==> src/rtl/fifo_rd_stream_if.sv <==
// -----------------------------------------------------------------------------
// fifo_rd_stream_if
//   Bundles the two sides of the read-side drainer:
//     - FIFO read port : fifo_rd_en (pop), fifo_rd_data (registered, valid the
//                        cycle after a pop), fifo_rd_empty
//     - output stream  : valid / data / ready
//   modport master : the drainer (drives pops and the stream)
//   modport slave  : the environment (FIFO read port plus stream consumer)
// -----------------------------------------------------------------------------
interface fifo_rd_stream_if #(
  parameter int DATA_WIDTH = 32
);
  logic                  fifo_rd_en;
  logic [DATA_WIDTH-1:0] fifo_rd_data;
  logic                  fifo_rd_empty;
  logic                  valid;
  logic [DATA_WIDTH-1:0] data;
  logic                  ready;

  modport master (
    output fifo_rd_en,
    input  fifo_rd_data,
    input  fifo_rd_empty,
    output valid,
    output data,
    input  ready
  );

  modport slave (
    input  fifo_rd_en,
    output fifo_rd_data,
    output fifo_rd_empty,
    input  valid,
    input  data,
    output ready
  );
endinterface

==> src/rtl/fifo_rd_stream.sv <==
// -----------------------------------------------------------------------------
// fifo_rd_stream
//   Read-side drainer for a FIFO with registered read data. Pops words through
//   the rd_en/empty port and re-presents them as a valid/ready stream, hiding
//   the one-cycle read latency behind a small circular buffer. Sustains one
//   word per cycle under continuous ready; never drops or duplicates words.
//
// Ports
//   i_clk    : FIFO read clock
//   i_rst_n  : asynchronous active-low reset
//   i_flush  : one-cycle synchronous discard of buffered and in-flight words
//   bus      : fifo_rd_stream_if.master (FIFO read port + output stream)
//   o_level  : words held in the buffer (in-flight word not included)
// -----------------------------------------------------------------------------
module fifo_rd_stream #(
  parameter int DATA_WIDTH = 32,
  parameter int BUF_DEPTH  = 2,
  parameter int CNT_WIDTH  = $clog2(BUF_DEPTH + 1)
) (
  input  logic                 i_clk,
  input  logic                 i_rst_n,
  input  logic                 i_flush,
  fifo_rd_stream_if.master     bus,
  output logic [CNT_WIDTH-1:0] o_level
);

  localparam int                PTR_W    = (BUF_DEPTH > 1) ? $clog2(BUF_DEPTH) : 1;
  localparam logic [PTR_W-1:0]  PTR_LAST = PTR_W'(BUF_DEPTH - 1);
  localparam logic [CNT_WIDTH:0] DEPTH_W = (CNT_WIDTH + 1)'(BUF_DEPTH);
  localparam logic [CNT_WIDTH-1:0] DEPTH_L = CNT_WIDTH'(BUF_DEPTH);

  if (BUF_DEPTH < 2) begin : g_depth_chk
    $error("fifo_rd_stream: BUF_DEPTH must be >= 2");
  end

  logic [DATA_WIDTH-1:0] mem_q [BUF_DEPTH];
  logic [PTR_W-1:0]      wr_ptr_q;
  logic [PTR_W-1:0]      rd_ptr_q;
  logic [CNT_WIDTH-1:0]  level_q;
  logic                  r_pend;     // a popped word arrives on fifo_rd_data this cycle

  logic                  pop_out;    // stream handshake
  logic                  capture;    // in-flight word written into the buffer
  logic                  issue;      // pop request to the FIFO
  logic                  pop_in;     // pop actually taken by the FIFO
  logic [CNT_WIDTH:0]    committed;  // slots owned after this edge, before any new pop

  function automatic logic [PTR_W-1:0] ptr_inc(input logic [PTR_W-1:0] p);
    return (p == PTR_LAST) ? '0 : p + 1'b1;
  endfunction

  // Issue rule: a new pop is allowed only if a slot is still free once the
  // buffered words plus the in-flight word, minus the word leaving now, are
  // counted. This reservation is what makes overflow impossible.
  // Reset is folded in so the FIFO sees no pop request while held in reset.
  always_comb begin
    pop_out   = (level_q != '0) && bus.ready;
    capture   = r_pend && !i_flush;
    committed = {1'b0, level_q}
              + {{CNT_WIDTH{1'b0}}, r_pend}
              - {{CNT_WIDTH{1'b0}}, pop_out};
    issue     = i_rst_n && !i_flush && (committed < DEPTH_W);
    pop_in    = issue && !bus.fifo_rd_empty;
  end

  assign bus.fifo_rd_en = issue;
  assign bus.valid      = (level_q != '0);
  // Head word read straight from the register array; stays put while stalled
  // because writes only ever land in free slots.
  assign bus.data       = mem_q[rd_ptr_q];
  assign o_level        = level_q;

  // Control state. A flush drops everything, including a handshake in the
  // same cycle; no pop is issued during flush, so r_pend falls as well.
  always_ff @(posedge i_clk or negedge i_rst_n) begin
    if (!i_rst_n) begin
      r_pend   <= 1'b0;
      wr_ptr_q <= '0;
      rd_ptr_q <= '0;
      level_q  <= '0;
    end else begin
      r_pend <= pop_in;
      if (i_flush) begin
        wr_ptr_q <= '0;
        rd_ptr_q <= '0;
        level_q  <= '0;
      end else begin
        if (capture) wr_ptr_q <= ptr_inc(wr_ptr_q);
        if (pop_out) rd_ptr_q <= ptr_inc(rd_ptr_q);
        level_q <= level_q + CNT_WIDTH'(capture) - CNT_WIDTH'(pop_out);
      end
    end
  end

  // Buffer storage; cleared on reset so the stream word reads zero out of reset.
  always_ff @(posedge i_clk or negedge i_rst_n) begin
    if (!i_rst_n) begin
      for (int i = 0; i < BUF_DEPTH; i++) mem_q[i] <= '0;
    end else if (capture) begin
      mem_q[wr_ptr_q] <= bus.fifo_rd_data;
    end
  end

  a_no_overflow: assert property (@(posedge i_clk) disable iff (!i_rst_n)
    capture |-> (level_q < DEPTH_L));

  a_stall_stable: assert property (@(posedge i_clk) disable iff (!i_rst_n)
    (bus.valid && !bus.ready && !i_flush) |=> $stable(bus.data));

endmodule
==> src/flat_wrapper.sv <==
// flat-port wrapper written by rule: the top's interface ports become plain ports
module fifo_rd_stream_flat 
#(
  parameter int DATA_WIDTH = 32,
  parameter int BUF_DEPTH  = 2,
  parameter int CNT_WIDTH  = $clog2(BUF_DEPTH + 1)
)
  (i_clk, i_rst_n, i_flush, o_level, bus_fifo_rd_en, bus_fifo_rd_data, bus_fifo_rd_empty, bus_valid, bus_data, bus_ready);
  fifo_rd_stream_if #(.DATA_WIDTH(DATA_WIDTH)) bus_i ();
  input  logic i_clk;
  input  logic i_rst_n;
  input  logic i_flush;
  output logic [CNT_WIDTH-1:0] o_level;
  output wire logic [$bits(bus_i.fifo_rd_en)-1:0] bus_fifo_rd_en;
  input wire logic [$bits(bus_i.fifo_rd_data)-1:0] bus_fifo_rd_data;
  input wire logic [$bits(bus_i.fifo_rd_empty)-1:0] bus_fifo_rd_empty;
  output wire logic [$bits(bus_i.valid)-1:0] bus_valid;
  output wire logic [$bits(bus_i.data)-1:0] bus_data;
  input wire logic [$bits(bus_i.ready)-1:0] bus_ready;
  assign bus_fifo_rd_en = bus_i.fifo_rd_en;
  assign bus_i.fifo_rd_data = bus_fifo_rd_data;
  assign bus_i.fifo_rd_empty = bus_fifo_rd_empty;
  assign bus_valid = bus_i.valid;
  assign bus_data = bus_i.data;
  assign bus_i.ready = bus_ready;
  fifo_rd_stream #(.DATA_WIDTH(DATA_WIDTH), .BUF_DEPTH(BUF_DEPTH), .CNT_WIDTH(CNT_WIDTH)) u_core (.i_clk(i_clk), .i_rst_n(i_rst_n), .i_flush(i_flush), .bus(bus_i), .o_level(o_level));
endmodule
==> config.mk <==
export PLATFORM = sky130hd
export DESIGN_NAME = fifo_rd_stream_flat
export DESIGN_NICKNAME = d
export VERILOG_FILES = /design/src/rtl/fifo_rd_stream_if.sv /design/src/rtl/fifo_rd_stream.sv /design/src/flat_wrapper.sv
export SDC_FILE = /design/constraint.sdc
export NUM_CORES = 1
export LEC_CHECK = 0
export BUFFER_PORTS_ARGS = -buffer_cell sky130_fd_sc_hd__clkbuf_2
export CORE_MARGIN = 1
export CORE_UTILIZATION = 48
export DETAILED_ROUTE_END_ITERATION = 10
export GPL_ROUTABILITY_DRIVEN = 0
export GPL_TIMING_DRIVEN = 0
export PLACE_DENSITY = 0.83
export SLEW_MARGIN = 5
export SYNTH_ARGS = -nofsm -noshare
export SYNTH_HDL_FRONTEND = slang
export SYNTH_SLANG_ARGS = --single-unit
==> constraint.sdc <==
create_clock -name i_clk -period 1.85 [get_ports i_clk]
set_clock_uncertainty 0.15 [all_clocks]
set_input_delay 0 -clock i_clk [delete_from_list [all_inputs] [get_ports i_clk]]
set_output_delay 0 -clock i_clk [all_outputs]
set_load 0.02 [all_outputs]
==> impl_metrics.json <==
{
  "rsz0062_at_grt": "yes",
  "dr_wl_met3_um": 300,
  "die_y_um": 82.3,
  "die_x_um": 82.3,
  "async_flop_share_pct": 100,
  "worstPathMaxFanout": 2,
  "max_stage_delay_ns": 0.53,
  "instances_no_fill": 406,
  "place_area_sq_um": 3570,
  "max_freq_mhz": 423,
  "violations": "negative setup slack",
  "ys_ff_latch": 69,
  "portBuffers": 71,
  "yosysMostFrequentCell": "mux2_2",
  "grt-ovfl-total": 0,
  "io_pins": 73,
  "cp-start-kind": "flip-flop",
  "drt-wirelength-per-cell_um": 16.1,
  "cts_buffer_depth": 2,
  "grt_pass1_vias": 2179,
  "p_per_area_nw_per_um2": 1590,
  "p_leak_nw": 2.09,
  "drive_above_1_share_pct": 61.9,
  "root_buffer": "clkbuf_8",
  "drv_cap": 0,
  "vias_per_cell": 4.99,
  "status": "finished with violations",
  "ant_nets": 0,
  "setup_viol": 4,
  "route.detailed.drc": 0,
  "syn-cell-area_sq_um": 3100,
  "regArea_sq_um": 1730,
  "post-place-ws_ns": -0.312,
  "wl_met2_um": 3290,
  "fin_util_pct": 69.4,
  "syn-instance-count": 202,
  "final_area_sq_um": 4200,
  "synth_edf_count": 0,
  "dpl.cell_count": 349,
  "cp_top_family": "adder cells",
  "path_buf_inv": 2,
  "initialDrtViolationCount": 62,
  "hpwl_um": 4110,
  "yosysTopAreaCell": "dfrtp_1",
  "worstSetupPathType": "flip-flop to output port",
  "hold_path_class": "input pin to asynchronous set/reset pin",
  "crit_slowest_cell": "fa_2",
  "synth_nets": 243,
  "grt_max_degree": 37,
  "multi_input_area_sq_um": 1310,
  "routed_wl_um": 6530,
  "yosys-top-cells-count": "mux2_2, dfrtp_1, buf_2",
  "antenna_found_initial": 0,
  "num_rows": 28,
  "cts.clk_slew.worst_paths_ns": 0.07,
  "initial_utilization_pct": 51.1,
  "grt_usage_pct": 20.8,
  "cp-end-kind": "output port",
  "fin_setup_tns_ns": -0.833,
  "h-tree-depth": 3,
  "dieArea_sq_um": 6770,
  "crit_arrival_ns": 2.22,
  "routed.top_layer": "met4",
  "synth-main-ff-cell": "dfrtp_1",
  "tritoncts": "done",
  "syn_avg_cell_area_sq_um": 15.3,
  "drt-met1-wl_um": 2870,
  "nNetsFinal": 367,
  "ys_seq_area_share_pct": 55.8,
  "setup_ws_ns": -0.516,
  "areaGrowthSynthToFinish_pct": 35.8,
  "synth.distinct_cells": 18,
  "coreArea_sq_um": 6060,
  "fin_crit_ns": 2.37,
  "finalCritPeriodShare_pct": 128,
  "power_mw": 6.70,
  "grt_pass1_wl_um": 10000,
  "cts_made_buffers": 9,
  "peakVddDrop_v": 0.000928,
  "yosys_warnings": 0,
  "slew_headroom_pct": 77.2,
  "hold_viol": 0,
  "cts.sinks": 69,
  "n_fill_cell": 439,
  "hold_ws_ns": 0.0617,
  "clock_latency_ns": 0.33,
  "synth_top_cell_area_share_pct": 55.8,
  "synthTopCellsByArea": "dfrtp_1, mux2_2, ha_1",
  "antennaDiodeCount": 0,
  "vias": 2025,
  "critPathRequiredTime_ns": 1.70,
  "crit_chain": "o21a_1 > ha_4 > inv_4 > nand2_4 > fa_2 > nand3b_1 > nor2b_2 > clkbuf_8",
  "finalMaxSlewViolations": 0,
  "first_pass_iters": 4,
  "worst_pin_slew_ns": 0.341
}
-- power breakdown --
part | internal (mW) | total [mW] | switching [mW]
sequential | 2.19 | 2.54 | 0.354
combinational | 1.58 | 3.06 | 1.48
clock | 0.562 | 1.10 | 0.539
total | 4.33 | 6.70 | 2.37
-- tightest hold or removal path, cell delays in order --
cell and delay [ns]:
dlygate4sd3_1 0.53, clkbuf_4 0.16, buf_12 0.21
-- per-layer routing --
metal	up-vias	track usage [%]
li1	953	-
met4	0	8.42
met3	7	5.16
met1	1011	24.5
met2	54	36.2
met5	-	0
-- cells in the final DEF, fill, tap and decap left out, drive strengths merged --
cell type	instances
xnor2	3
mux2	97
nor2	3
clkinv	1
nor2b	4
dfrtp	69
nor3b	2
buf	17
fa	1
nand2	2
o21a	1
dlygate4sd3	36
ha	3
clkbuf	86
nand3b	2
inv	4
-- registers in the layout (all words and copies together) (netlist names) --
signal,cells
u_core.r_pend,1
u_core.mem_q,64
u_core.rd_ptr_q,1
u_core.o_level,2
u_core.wr_ptr_q,1
-- worst paths after layout --
check / to / slack, ns / depth (start not counted) / startpoint
worst max-delay path: bus_fifo_rd_en / -0.52 / 8 / u_core.o_level[1]
min in group i_clk: u_core.r_pend / 0.22 / 3 / bus_fifo_rd_empty
max in group asynchronous: u_core.mem_q[23] / 1.06 / 4 / i_rst_n
worst min-delay path: u_core.mem_q[31] / 0.06 / 3 / i_rst_n
worst max register to register: u_core.r_pend / -0.30 / 8 / u_core.o_level[1]
worst min register to register: u_core.mem_q[5] / 0.34 / 1 / u_core.mem_q[5]
-- cells by family (layout without fill, tap and decap cells) --
| family | after synthesis | count (layout) | synth area share [%] |
|---|---|---|---|
| muxes | 97 | 97 | 35.3 |
| buffers and inverters | 15 | 144 | 2.83 |
| DFF | 69 | 69 | 55.8 |
| xor gates and xnor gates | 3 | 3 | 0.849 |
| and+or+nand+nor | 13 | 13 | 3.15 |
| adders and majority gates | 4 | 4 | 1.86 |
| AOI/OAI and AO/OA | 1 | 1 | 0.243 |
-- layout make-up --
cell class              instances  share of cell area, %
flip-flops and latches         69                   41.1
multi-input cells             118                   31.2
repair buffers                114                   19.1
clock buffers                  15                   3.96
well taps                      75                   2.23
plain buffers                  10                   1.82
inverters                       4                  0.417
clock inverters                 1                  0.119
-- what timing repair did --
| action | CTS | global route |
|---|---|---|
| hold buffers | 37 | 0 |
| buffers inserted | 4 | 1 |
| pin swaps | 1 | 5 |
| gates resized for setup | 6 | 7 |
| hold endpoints to repair | 138 | 0 |
| setup endpoints to repair | 31 | 3 |
(Power assumes the default switching activity.)
